$ cat config.mk
export PLATFORM = sky130hd
export DESIGN_NAME = result_tile_writer
export DESIGN_NICKNAME = d
export VERILOG_FILES = /design/src/rtl/result_tile_writer.sv
export SDC_FILE = /design/constraint.sdc
export NUM_CORES = 2
export LEC_CHECK = 0
export BUFFER_PORTS_ARGS = -buffer_cell sky130_fd_sc_hd__buf_2
export CORE_UTILIZATION = 35
export CTS_CLUSTER_SIZE = 30
export DETAILED_ROUTE_END_ITERATION = 10
export GPL_TIMING_DRIVEN = 0
export PLACE_DENSITY = 0.64
export SLEW_MARGIN = 10
export SYNTH_ARGS = -nofsm -noshare
export SYNTH_HDL_FRONTEND = slang
export SYNTH_SLANG_ARGS = --single-unit
$ cat constraint.sdc
create_clock -name clock -period 21.3 [get_ports clock]
set_input_delay 2.13 -clock clock [delete_from_list [all_inputs] [get_ports clock]]
set_output_delay 2.13 -clock clock [all_outputs]
set_load 0.02 [all_outputs]
$ cat src/rtl/result_tile_writer.sv
// Write-back stage of the 4x4 tiled matrix multiplier: stores the in-bounds part of a
// result tile into C and posts the status word on the last tile. Optional macro: ACCUMULATE_EN.
module result_tile_writer #(
  parameter int ADDRESS_SIZE = 9,
  parameter int STATUS_ADDR  = 0,
  parameter int C_OFFSET     = 2
) (
  input  logic                    clock,
  input  logic                    reset,
  input  logic                    tile_stb,
  output logic                    tile_ack,
  input  logic [511:0]            tile_data,
  input  logic [7:0]              tile_row_index,
  input  logic [7:0]              tile_col_index,
  input  logic                    last_tile,
  input  logic [7:0]              C_row_size,
  input  logic [7:0]              C_column_size,
  output logic [ADDRESS_SIZE-1:0] mem_addr,
  output logic [31:0]             mem_Din,
  output logic                    mem_read,
  output logic                    mem_write,
  input  logic [31:0]             mem_Dout,
  output logic                    busy,
  output logic                    done
);

  typedef enum logic [2:0] {
    S_IDLE   = 3'd0,
    S_RD     = 3'd1,
    S_WRITE  = 3'd2,
    S_STATUS = 3'd3,
    S_DONE   = 3'd4
  } state_t;

  state_t                  state_r, state_s;
  logic [1:0]              i_r, j_r, i_s, j_s;
  logic [511:0]            tile_r;
  logic [7:0]              row_r, col_r, nrows_r, ncols_r;
  logic                    last_r;
  logic                    cap_s;

  logic                    tile_ack_r, tile_ack_s;
  logic [ADDRESS_SIZE-1:0] mem_addr_r, mem_addr_s;
  logic [31:0]             mem_din_r, mem_din_s;
  logic                    mem_read_r, mem_read_s;
  logic                    mem_write_r, mem_write_s;
  logic                    busy_r, busy_s;
  logic                    done_r, done_s;

  logic [15:0]             row_sum_s, col_sum_s, addr_full_s;
  logic                    in_bounds_s, col_wrap_s, row_end_s;
  logic [1:0]              adv_i_s, adv_j_s;
  logic                    adv_done_s;
  logic [31:0]             elem_s;
  state_t                  fin_state_s;

  // Position arithmetic for the current (i,j), done in 16 bits.
  assign row_sum_s   = {8'd0, row_r} + {14'd0, i_r};
  assign col_sum_s   = {8'd0, col_r} + {14'd0, j_r};
  assign in_bounds_s = (row_sum_s < {8'd0, nrows_r}) && (col_sum_s < {8'd0, ncols_r});
  assign col_wrap_s  = (j_r == 2'd3) || ((col_sum_s + 16'd1) >= {8'd0, ncols_r});
  assign row_end_s   = (i_r == 2'd3) || ((row_sum_s + 16'd1) >= {8'd0, nrows_r});
  assign addr_full_s = row_sum_s * {8'd0, ncols_r} + col_sum_s + 16'(C_OFFSET);
  assign elem_s      = tile_r[{i_r, j_r, 5'd0} +: 32];

  assign adv_j_s     = col_wrap_s ? 2'd0 : j_r + 2'd1;
  assign adv_i_s     = col_wrap_s ? i_r + 2'd1 : i_r;
  assign adv_done_s  = col_wrap_s && row_end_s;
  assign fin_state_s = last_r ? S_STATUS : S_DONE;

`ifdef ACCUMULATE_EN
  logic acc_r, acc_s;
`endif

  // Next-state and next-output decode; outputs are registered from these values.
  always_comb begin
    state_s     = state_r;
    i_s         = i_r;
    j_s         = j_r;
    cap_s       = 1'b0;
    tile_ack_s  = 1'b0;
    mem_addr_s  = mem_addr_r;
    mem_din_s   = mem_din_r;
    mem_read_s  = 1'b0;
    mem_write_s = 1'b0;
    busy_s      = busy_r;
    done_s      = 1'b0;
`ifdef ACCUMULATE_EN
    acc_s       = 1'b0;
`endif
    case (state_r)
      S_IDLE: begin
        if (tile_stb) begin
          cap_s      = 1'b1;
          tile_ack_s = 1'b1;
          busy_s     = 1'b1;
          i_s        = 2'd0;
          j_s        = 2'd0;
`ifdef ACCUMULATE_EN
          state_s    = S_RD;
`else
          state_s    = S_WRITE;
`endif
        end else begin
          state_s = S_IDLE;
        end
      end
`ifdef ACCUMULATE_EN
      S_RD: begin
        if (in_bounds_s) begin
          mem_read_s = 1'b1;
          mem_addr_s = addr_full_s[ADDRESS_SIZE-1:0];
          state_s    = S_WRITE;
        end else if (last_r) begin
          // Only (0,0) can be out of bounds here: leave without touching C.
          mem_write_s = 1'b1;
          mem_addr_s  = ADDRESS_SIZE'(STATUS_ADDR);
          mem_din_s   = 32'h0000_0002;
          state_s     = S_DONE;
        end else begin
          done_s  = 1'b1;
          busy_s  = 1'b0;
          state_s = S_IDLE;
        end
      end
      S_WRITE: begin
        mem_write_s = 1'b1;
        mem_addr_s  = addr_full_s[ADDRESS_SIZE-1:0];
        mem_din_s   = elem_s;
        acc_s       = 1'b1;
        i_s         = adv_i_s;
        j_s         = adv_j_s;
        state_s     = adv_done_s ? fin_state_s : S_RD;
      end
`else
      S_WRITE: begin
        if (in_bounds_s) begin
          mem_write_s = 1'b1;
          mem_addr_s  = addr_full_s[ADDRESS_SIZE-1:0];
          mem_din_s   = elem_s;
          i_s         = adv_i_s;
          j_s         = adv_j_s;
          state_s     = adv_done_s ? fin_state_s : S_WRITE;
        end else if (last_r) begin
          // Only (0,0) can be out of bounds here: leave without touching C.
          mem_write_s = 1'b1;
          mem_addr_s  = ADDRESS_SIZE'(STATUS_ADDR);
          mem_din_s   = 32'h0000_0002;
          state_s     = S_DONE;
        end else begin
          done_s  = 1'b1;
          busy_s  = 1'b0;
          state_s = S_IDLE;
        end
      end
`endif
      S_STATUS: begin
        mem_write_s = 1'b1;
        mem_addr_s  = ADDRESS_SIZE'(STATUS_ADDR);
        mem_din_s   = 32'h0000_0002;
        state_s     = S_DONE;
      end
      S_DONE: begin
        done_s  = 1'b1;
        busy_s  = 1'b0;
        state_s = S_IDLE;
      end
      default: begin
        busy_s  = 1'b0;
        state_s = S_IDLE;
      end
    endcase
  end

  // State, position counters and registered outputs.
  always_ff @(posedge clock or posedge reset) begin
    if (reset) begin
      state_r     <= S_IDLE;
      i_r         <= 2'd0;
      j_r         <= 2'd0;
      tile_ack_r  <= 1'b0;
      mem_addr_r  <= '0;
      mem_din_r   <= 32'd0;
      mem_read_r  <= 1'b0;
      mem_write_r <= 1'b0;
      busy_r      <= 1'b0;
      done_r      <= 1'b0;
    end else begin
      state_r     <= state_s;
      i_r         <= i_s;
      j_r         <= j_s;
      tile_ack_r  <= tile_ack_s;
      mem_addr_r  <= mem_addr_s;
      mem_din_r   <= mem_din_s;
      mem_read_r  <= mem_read_s;
      mem_write_r <= mem_write_s;
      busy_r      <= busy_s;
      done_r      <= done_s;
    end
  end

  // Tile and dimension capture; held for the whole tile.
  always_ff @(posedge clock or posedge reset) begin
    if (reset) begin
      tile_r  <= 512'd0;
      row_r   <= 8'd0;
      col_r   <= 8'd0;
      nrows_r <= 8'd0;
      ncols_r <= 8'd0;
      last_r  <= 1'b0;
    end else if (cap_s) begin
      tile_r  <= tile_data;
      row_r   <= tile_row_index;
      col_r   <= tile_col_index;
      nrows_r <= C_row_size;
      ncols_r <= C_column_size;
      last_r  <= last_tile;
    end else begin
      tile_r  <= tile_r;
      last_r  <= last_r;
    end
  end

`ifdef ACCUMULATE_EN
  // Marks a write whose data is the read-back value plus the tile element.
  always_ff @(posedge clock or posedge reset) begin
    if (reset) begin
      acc_r <= 1'b0;
    end else begin
      acc_r <= acc_s;
    end
  end

  // The read data arrives in the same cycle the write is presented.
  assign mem_Din = acc_r ? (mem_Dout + mem_din_r) : mem_din_r;
`else
  logic dout_unused_s;
  assign dout_unused_s = ^mem_Dout;
  assign mem_Din       = mem_din_r;
`endif

  assign tile_ack  = tile_ack_r;
  assign mem_addr  = mem_addr_r;
  assign mem_read  = mem_read_r;
  assign mem_write = mem_write_r;
  assign busy      = busy_r;
  assign done      = done_r;

endmodule
==> flow_metrics.tcl <==
set metrics [dict create \
    tritoncts "yes" \
    chipHeight_um 287 \
    cp_top_family "adder cells" \
    crit_fanout 4 \
    finalHoldViolations 0 \
    hp-class "reg2reg" \
    wirelength_um 101000 \
    syn_nets 2558 \
    cts_buffers 70 \
    path_common_cell "xnor2_1" \
    synth_seq_area_share_pct 52.4 \
    synth_compound_area_share_pct 1.76 \
    via_per_inst 5.23 \
    syn-cell-area_mm2 0.0285 \
    synth.most_common_cell "dfrtp_1" \
    wire_per_inst_um 27.3 \
    start_util_pct 35.4 \
    total_power_mw 6.47 \
    clk_path_buf_depth 3 \
    slew_headroom_pct 16.2 \
    worst_pin_slew_ns 1.26 \
    powerDensity_mw_per_mm2 183 \
    power.leakage_nw 15.8 \
    yosys.area_share.xor_xnor_pct 1.33 \
    yosysTopAreaCellShare_pct 52.4 \
    cts_setup_buffers 0 \
    drt_iter0_drc 1110 \
    synth_top_area_cell "dfrtp_1" \
    synth_top_family_by_area "multiplexers" \
    yosys_warnings 0 \
    critPathKind "reg2reg" \
    synth_common_cells "dfrtp_1 (597), mux2_2 (530), mux4_2 (160)" \
    ant_nets 0 \
    ys_types 58 \
    multi_input_area_mm2 0.0128 \
    ioPinCount 626 \
    num_vias 19400 \
    crit_buf_inv 2 \
    first_pass_iters 5 \
    drv_cap 0 \
    slew_viol_final 0 \
    dp_hpwl_um 75900 \
    cts_max_level 3 \
    ys_seq_elements 597 \
    critical_path_required_ns 21.77 \
    grt_max_degree 122 \
    io_buffers 592 \
    fp.dieW_um 287 \
    cts_root_buffer "clkbuf_16" \
    nets 3227 \
    vdd_drop_max_v 0.000137 \
    ys_top_cells_by_area "dfrtp_1 (52%), mux2_2 (21%), mux4_2 (13%)" \
    crit_path_end_kind "flip-flop" \
    fp.coreArea_mm2 0.0805 \
    area.growth.synth_to_final_pct 23.9 \
    rsz0062_at_grt "no" \
    setup_viol 0 \
    fin_skew_ns 0.0316 \
    drc 0 \
    core.rowCount 104 \
    cts.hold.buffers_added 0 \
    async_reset_ff_share_pct 100 \
    path_cells "ha_1 -> fa_1 -> nand2_1 -> nor2_1 -> xnor2_1 -> inv_1 -> and2_1 -> fa_1 -> fa_1 -> inv_1 -> fa_1 -> fa_1 -> xnor2_1 -> xnor2_1 -> xnor2_1 -> xnor2_1 -> xnor3_1 -> xnor2_1 -> o21ai_0" \
    synth.area.mux_share_pct 33.6 \
    grt_use_total_pct 24.5 \
    netlist_instances 1893 \
    synth_edf_count 0 \
    setup_ws_ns 15.86 \
    grt_pass1_vias 21400 \
    status "completed" \
    ys.flop_type "dfrtp_1" \
    layout-drive-gt1-share_pct 56.8 \
    seq_area_mm2 0.0149 \
    grt_overflow 0 \
    arrival_ns 5.91 \
    path_clk_slew_ns 0.06 \
    syn_area_per_cell_um2 15.1 \
    critPathLaunchType "flip-flop" \
    cts_num_sinks 597 \
    dpl_worst_slack_ns 15.82 \
    place_congestion 0.842 \
    grt_pass1_wl_um 145000 \
    critPathMaxStageDelay_ns 0.52 \
    min_period_over_period_pct 25.5 \
    yosys.area_share.simple_pct 3.71 \
    fin_crit_ns 5.44 \
    max_freq_ghz 0.184 \
    fillers 7341 \
    clock_latency_ns 0.62 \
    design.die.area_mm2 0.0826 \
    cts.repair.resized 0 \
    crit_slowest_cell "fa_1" \
    yosys.area_share.adder_pct 4.47 \
    antenna_found_initial 39 \
]
## worst paths after layout
path                                          from                       to  slack (ns)  depth (start not counted)
min reg2reg                mem_Din[24]$_DFFE_PP0P_  mem_Din[24]$_DFFE_PP0P_        0.47                          2
min                        mem_Din[24]$_DFFE_PP0P_  mem_Din[24]$_DFFE_PP0P_        0.47                          2
max in group asynchronous                    reset  tile_r[309]$_DFFE_PP0P_       17.81                          5
min in group asynchronous                    reset  tile_r[197]$_DFFE_PP0P_        1.52                          2
max reg2reg                     i_r[0]$_DFFE_PP0P_  mem_addr[8]$_DFFE_PP0P_       15.86                         19
max                             i_r[0]$_DFFE_PP0P_  mem_addr[8]$_DFFE_PP0P_       15.86                         19
## through the flow
stage | instance area [um^2] | utilization, % | cells | setup TNS [ns] | hold slack (ns)
2_1_floorplan | 28500 | - | 1893 | 0 | 0.475
3_3_place_gp | 32800 | 40.7 | 3545 | -2001.93 | 0.458
3_5_place_dp | 33000 | 40.9 | 3550 | 0 | 0.461
4_1_cts | 35300 | 43.8 | 3675 | 0 | 0.475
5_1_grt | 35300 | 43.9 | 3692 | 0 | 0.501
6_report | 35300 | 43.9 | 3700 | 0 | 0.473
## routing by layer
layer  global-route usage [%]  up-vias  share of wire [%]
li1                         -     8303                  -
met5                        0        -               0.17
met1                     30.5    10200                 41
met4                     8.48       28                2.8
met3                     6.61      190                7.0
met2                     41.1      661                 50
## cells in the final DEF (no fill, tap or decap), types with 25 or more instances in the layout
cell,count
diode_2,25
mux4_2,160
clkbuf_16,71
mux2_2,530
ha_1,57
dfrtp_1,597
nand3_1,43
nand2_1,115
fa_1,28
buf_2,660
clkbuf_1,51
inv_1,62
xnor2_1,26
## cell type report
class / count / share of cell area (%)
antenna: 25 / 0.177
inverter: 65 / 0.712
timing repair buffer: 597 / 8.77
sequential: 597 / 42.3
clock buffer: 103 / 5.90
clock inverter: 22 / 0.687
multi-input combinational: 1118 / 36.2
buffer: 113 / 1.49
tap: 1060 / 3.75
## tightest hold or removal path, cell delays in order (launching register included)
cell and delay [ns]:
dfrtp_1 0.33, nand2_1 0.05, nand2_1 0.06
## sequential cells by signal, summed over array words and instances, names as in the netlist
signal and flops:
busy 1, col_r 8, done 1, i_r 2
j_r 2, last_r 1, mem_Din 32, mem_addr 9
mem_write 1, ncols_r 8, nrows_r 8, row_r 8
state_r 3, tile_ack 1, tile_r 512
## power by group
| part | internal, mW | switching (mW) | total [mW] |
|---|---|---|---|
| clock | 0.711 | 0.510 | 1.22 |
| sequential | 1.70 | 0.329 | 2.03 |
| combinational | 1.61 | 1.61 | 3.22 |
## kinds of logic after synthesis
logic type	after synthesis
adder cells (fa/ha/maj)	85
multiplexers	692
flip-flops	597
AND/OR/NAND/NOR	227
XOR/XNOR	41
AO/OA/AOI/OAI	72
other	1
buffers and inverters	178
Note: power is estimated with default switching activity, not from simulation.
